## src/rtl/simon_pkg.sv

```systemverilog
// simon_pkg: colour codes, input_state FSM encodings and button decode helpers
// shared by the player-input path.
`default_nettype none

package simon_pkg;

    localparam logic [1:0] RED    = 2'b00;
    localparam logic [1:0] GREEN  = 2'b01;
    localparam logic [1:0] BLUE   = 2'b10;
    localparam logic [1:0] YELLOW = 2'b11;

    localparam logic [1:0] IDLE         = 2'd0;
    localparam logic [1:0] ARMED        = 2'd1;
    localparam logic [1:0] WAIT_RELEASE = 2'd2;

    function automatic logic [1:0] btn_to_colour(input logic [3:0] btn);
        logic [1:0] col;
        col = RED;
        if (btn[3])      col = YELLOW;
        else if (btn[2]) col = BLUE;
        else if (btn[1]) col = GREEN;
        return col;
    endfunction

    function automatic logic is_onehot(input logic [3:0] v);
        return (v != 4'd0) && ((v & (v - 4'd1)) == 4'd0);
    endfunction

    function automatic int cnt_width(input int p);
        return (p > 1) ? $clog2(p) : 1;
    endfunction

endpackage

`default_nettype wire

```

## src/rtl/btn_debounce.sv

```systemverilog
// btn_debounce: 2-FF synchroniser on a 4-bit button vector followed by a
// stable-sample counter; the debounced vector updates after DEBOUNCE_CYCLES equal samples.
`default_nettype none

module btn_debounce
    import simon_pkg::*;
#(
    parameter int DEBOUNCE_CYCLES = 100_000
) (
    input  logic       clk,
    input  logic       i_rst_n,
    input  logic [3:0] i_btn,
    output logic [3:0] o_btn_db
);

    localparam int              CW         = cnt_width(DEBOUNCE_CYCLES);
    localparam logic [CW-1:0]   C_CNT_LAST = CW'(DEBOUNCE_CYCLES - 1);

    logic [3:0]    r_sync1;
    logic [3:0]    r_sync2;
    logic [3:0]    r_db;
    logic [CW-1:0] r_cnt;

    // r_sync1 is the newest sample, r_sync2 the previous one
    always_ff @(posedge clk) begin
        if (!i_rst_n) begin
            r_sync1 <= 4'd0;
            r_sync2 <= 4'd0;
            r_db    <= 4'd0;
            r_cnt   <= '0;
        end else begin
            r_sync1 <= i_btn;
            r_sync2 <= r_sync1;
            if (r_sync1 != r_sync2) begin
                r_cnt <= '0;
            end else if (r_cnt == C_CNT_LAST) begin
                r_db  <= r_sync2;
                r_cnt <= '0;
            end else begin
                r_cnt <= r_cnt + 1'b1;
            end
        end
    end

    assign o_btn_db = r_db;

endmodule

`default_nettype wire

```

## src/rtl/input_state.sv

```systemverilog
// input_state: captures one round of player presses and checks them against the
// stored colour sequence. Optional inter-press timeout enabled by INPUT_TIMEOUT_EN.
`default_nettype none

module input_state
    import simon_pkg::*;
#(
    parameter int DEBOUNCE_CYCLES = 100_000,
    parameter int TIMEOUT_CYCLES  = 50_000_000
) (
    input  logic        clk,
    input  logic        rst_input_n,
    input  logic        en_input,
    input  logic [31:0] seq_in_input,
    input  logic [3:0]  round_ctr,
    input  logic [3:0]  btn_in,
    output logic [1:0]  colour_bus,
    output logic        colour_oe,
    output logic        complete_input,
    output logic        fail_input
);

    logic [3:0] w_db;
    logic       w_press;
    logic       w_onehot;
    logic [1:0] w_press_col;
    logic [1:0] w_exp_col;
    logic       w_timeout;

    logic [1:0] r_state;
    logic [3:0] r_pos;
    logic [3:0] r_db_prev;
    logic [1:0] r_colour;
    logic       r_oe;
    logic       r_complete;
    logic       r_fail;

    btn_debounce #(
        .DEBOUNCE_CYCLES (DEBOUNCE_CYCLES)
    ) u_debounce (
        .clk      (clk),
        .i_rst_n  (rst_input_n),
        .i_btn    (btn_in),
        .o_btn_db (w_db)
    );

    // A press is only the 0000 -> non-zero edge, so a button held on entry is ignored
    assign w_press     = (r_state == ARMED) && (r_db_prev == 4'd0) && (w_db != 4'd0);
    assign w_onehot    = is_onehot(w_db);
    assign w_press_col = btn_to_colour(w_db);
    assign w_exp_col   = seq_in_input[{r_pos, 1'b0} +: 2];

`ifdef INPUT_TIMEOUT_EN
    localparam int            TW          = cnt_width(TIMEOUT_CYCLES);
    localparam logic [TW-1:0] C_TO_LAST   = TW'(TIMEOUT_CYCLES - 1);

    logic [TW-1:0] r_to_cnt;

    always_ff @(posedge clk) begin
        if (!rst_input_n) begin
            r_to_cnt <= '0;
        end else if ((r_state != ARMED) || w_press) begin
            r_to_cnt <= '0;
        end else begin
            r_to_cnt <= r_to_cnt + 1'b1;
        end
    end

    assign w_timeout = (r_state == ARMED) && (r_to_cnt == C_TO_LAST);
`else
    assign w_timeout = 1'b0;
`endif

    always_ff @(posedge clk) begin
        if (!rst_input_n) begin
            r_state    <= IDLE;
            r_pos      <= 4'd0;
            r_db_prev  <= 4'd0;
            r_colour   <= 2'b00;
            r_oe       <= 1'b0;
            r_complete <= 1'b0;
            r_fail     <= 1'b0;
        end else begin
            r_complete <= 1'b0;
            r_fail     <= 1'b0;
            r_db_prev  <= w_db;
            if (!en_input) begin
                r_state <= IDLE;
                r_oe    <= 1'b0;
            end else begin
                case (r_state)
                    IDLE: begin
                        r_oe    <= 1'b0;
                        r_pos   <= 4'd0;
                        r_state <= ARMED;
                    end
                    ARMED: begin
                        r_oe <= 1'b0;
                        if (w_press) begin
                            if (!w_onehot) begin
                                r_fail  <= 1'b1;
                                r_state <= IDLE;
                            end else begin
                                r_colour <= w_press_col;
                                r_oe     <= 1'b1;
                                if (w_press_col == w_exp_col) begin
                                    r_state <= WAIT_RELEASE;
                                end else begin
                                    r_fail  <= 1'b1;
                                    r_state <= IDLE;
                                end
                            end
                        end else if (w_timeout) begin
                            r_fail  <= 1'b1;
                            r_state <= IDLE;
                        end
                    end
                    WAIT_RELEASE: begin
                        if (w_db == 4'd0) begin
                            r_oe <= 1'b0;
                            if (r_pos == round_ctr) begin
                                r_complete <= 1'b1;
                                r_state    <= IDLE;
                            end else begin
                                r_pos   <= r_pos + 4'd1;
                                r_state <= ARMED;
                            end
                        end
                    end
                    default: begin
                        r_oe    <= 1'b0;
                        r_state <= IDLE;
                    end
                endcase
            end
        end
    end

    assign colour_bus     = r_colour;
    assign colour_oe      = r_oe;
    assign complete_input = r_complete;
    assign fail_input     = r_fail;

endmodule

`default_nettype wire

```

## config.mk

```make
export PLATFORM = sky130hd
export DESIGN_NAME = input_state
export DESIGN_NICKNAME = d
export VERILOG_FILES = /design/src/rtl/simon_pkg.sv /design/src/rtl/btn_debounce.sv /design/src/rtl/input_state.sv
export SDC_FILE = /design/constraint.sdc
export NUM_CORES = 1
export LEC_CHECK = 0
export BUFFER_PORTS_ARGS = -buffer_cell sky130_fd_sc_hd__buf_2
export CAP_MARGIN = 40
export CORE_MARGIN = 8
export CORE_UTILIZATION = 58
export DETAILED_ROUTE_END_ITERATION = 10
export GPL_ROUTABILITY_DRIVEN = 0
export GPL_TIMING_DRIVEN = 0
export PLACE_DENSITY = 0.84
export SKIP_LAST_GASP = 1
export SYNTH_ARGS = -nofsm -noshare
export SYNTH_HDL_FRONTEND = slang
export SYNTH_SLANG_ARGS = --single-unit
```

## constraint.sdc

```tcl
create_clock -name clk -period 5.6 [get_ports clk]
set_input_delay 0.56 -clock clk [delete_from_list [all_inputs] [get_ports clk]]
set_output_delay 0.56 -clock clk [all_outputs]
set_load 0.1 [all_outputs]
```

==> reports/metrics.yaml <==
wl_per_cell_um: 13.3
initial_utilization_pct: 60.7
grt_pass1_vias: 1723
drtPass1Iterations: 4
syn_inst: 234
cp-end-kind: "flip-flop"
cpPeakStageDelay_ns: 0.55
status: "complete, no violations"
post-place-ws_ns: 3.43
synth-edff-count: 0
ys_seq_area_share_pct: 39.6
path_max_fanout: 10
syn2layout_area_growth_pct: 17.7
grt_max_degree: 15
yosysWarnings: 0
start_kind: "flip-flop"
cts_made_buffers: 5
hold_buffers: 0
cts_tree: "built"
cp_top_family: "multiplexers"
drive_above_1_share_pct: 26.3
postSynthAreaPerCell_um2: 9.50
avgViaCountPerCell: 5.24
grtUsageTotal_pct: 15.2
holdPathEnd: "u_debounce.r_cnt[0]"
max_slew_margin_pct: 67.2
fillers: 280
leakagePower_nw: 1.04
worst_ep_required_time_ns: 5.79
min_from: "u_debounce.r_cnt[0]"
grt-ovfl-total: 0
crit_chain: "buf_6 > mux4_2 > mux2i_4 > mux2i_2 > xnor2_2 > a211oi_2 > o311a_1"
r2r_end: "fail_input"
finalSetupViolations: 0
min_path_cells: 1
synth_top_area_share_pct: 39.6
async_reset_ff_share_pct: 0
grt_pass1_wl_um: 7620
pwr_density_cell_nw_per_um2: 216
synth_area_leaders: "dfxtp_1 (40%), mux4_2 (6.1%), xor2_1 (5.5%)"
slowest_stage: "mux4_2"
cts.clk_slew.worst_paths_ns: 0.08
r2r_start: "r_pos[1]"
antenna_found_initial: 0
ant_nets: 0
layout_min_cycle_time_ns: 2.15
rsz0062_at_grt: "false"
place.port_buffers: 47
fp.dieH_um: 77.9
clockRootBuffer: "clkbuf_8"
clock_latency_ns: 0.30
setup_tns_ns: 0
ys.flop_type: "dfxtp_1"
first_iter_violations: 78
cts_num_sinks: 44
cts_setup_buffers: 0
boundaryPins: 48
ys_types: 45
min_period_over_period_pct: 38.3
finClkSkew_ns: 0.00340
diodes: 0
drv_cap: 0
std_cell_rows: 22
clk_path_buf_depth: 2
tightestPinTransition_ns: 0.496
hold_viol: 0
cts_resized: 0
vdd_drop_max_mv: 0.139
seqCellArea_um2: 881
coreArea_um2: 3660
ys_seq_elements: 44
netlist_area_um2: 2220
multi_input_area_um2: 1260
synth_top_cell_by_area: "dfxtp_1"
drv_slew: 0
drc: 0
ff2ff_setup_slack_ns: 3.45
worst-setup-path-type: "reg -> reg"
die-width_um: 77.9
dr_total_vias: 1767
fin_nets: 333
reg2regPathDepth: 7
synth_nets: 279
die_area_um2: 6070
worstPathArrival_ns: 2.34
fin_ws_ns: 3.45
htree_num_levels: 2
wirelength_um: 4490
dp_hpwl_um: 3430
worstHoldPathType: "reg -> reg"
fmax_mhz: 466
crit_buf_inv: 1
-- where the power goes --
group	internal, mW	leakage (nW)	switching, mW
logic	0.0227	0.644	0.0175
clock network	0.0997	0.0434	0.107
registers	0.316	0.356	0.00258
-- placed cells by master, fill, tap and decap left out, types with 6 or more instances in the layout --
cell type,n
nor2b_1,7
nor2_1,24
mux4_2,6
and2_1,17
buf_2,50
xor2_1,14
dfxtp_1,44
and3_1,7
nand3_1,14
xnor2_1,9
nand2_1,17
mux2i_1,10
clkbuf_8,6
-- registers in the layout, indices dropped and copies added (netlist names) --
signal,flops
colour_bus,2
colour_oe,1
complete_input,1
fail_input,1
r_db_prev,4
r_pos,4
r_state,2
u_debounce.o_btn_db,4
u_debounce.r_cnt,17
u_debounce.r_sync1,4
u_debounce.r_sync2,4
-- per-layer routing --
layer  part of all wire [%]  wire, um  GRT usage [%]
met5                      0         0              0
met4                   0.87        39           3.89
met3                    4.3       192           4.61
met2                     54      2450           28.2
met1                     40      1810           16.4
-- how the worst max path moves through the flow --
stage / start / to / slack (ns) / cells past startpoint
floorplan: r_pos[1] / fail_input / 3.62 / 7
global placement: seq_in_input[14] / fail_input / 3.44 / 7
detailed placement: seq_in_input[30] / fail_input / 3.43 / 7
CTS: r_pos[1] / fail_input / 3.46 / 7
global route: u_debounce.r_cnt[14] / u_debounce.r_cnt[5] / 3.32 / 6
finish: r_pos[1] / fail_input / 3.45 / 7
-- worst reg2reg max path, delay by kind of cell, from the launching register on --
family / cells / cell delay [ns]
AO/OA/AOI/OAI: 2 / 0.42
buffers and inverters: 1 / 0.18
XOR/XNOR: 1 / 0.15
flip-flops: 1 / 0.40
multiplexers: 3 / 0.88
-- cells by family after synthesis --
family	synth area share, %
mux	13.2
xor+xnor	9.79
buf+inv	3.71
fa+ha+maj	1.13
flops	39.6
simple gates	24.2
compound gates	8.33
-- cells in the mapped netlist (all sizes together) (3+ instances only) --
cell	count
a21oi	5
and2	17
and3	7
buf	7
clkbuf	4
dfxtp	44
inv	4
mux2i	13
mux4	6
nand2	17
nand2b	3
nand3	14
nor2	24
nor2b	7
nor4	4
o211a	3
o21ai	7
o31ai	3
xnor2	10
xor2	14
-- per-stage QoR --
step	total power, mW	util (%)	hold slack [ns]	instance area (um^2)	instances
after floorplan	0.347	-	0.418	2220	234
after global placement	0.365	68.8	0.430	2520	329
after detailed placement	0.367	68.8	0.448	2520	329
after CTS	0.571	71.5	0.458	2620	337
after global routing	0.591	71.5	0.457	2620	337
final	0.565	71.5	0.454	2620	337
-- area by class of cell --
type | instances | share of cell area [%]
tap | 48 | 2.30
multi-input combinational | 175 | 48.2
inverter | 4 | 0.574
clock inverter | 2 | 0.574
buffer | 11 | 2.58
sequential | 44 | 33.7
timing repair buffer | 47 | 8.99
clock buffer | 6 | 3.16
(Power assumes the default switching activity.)
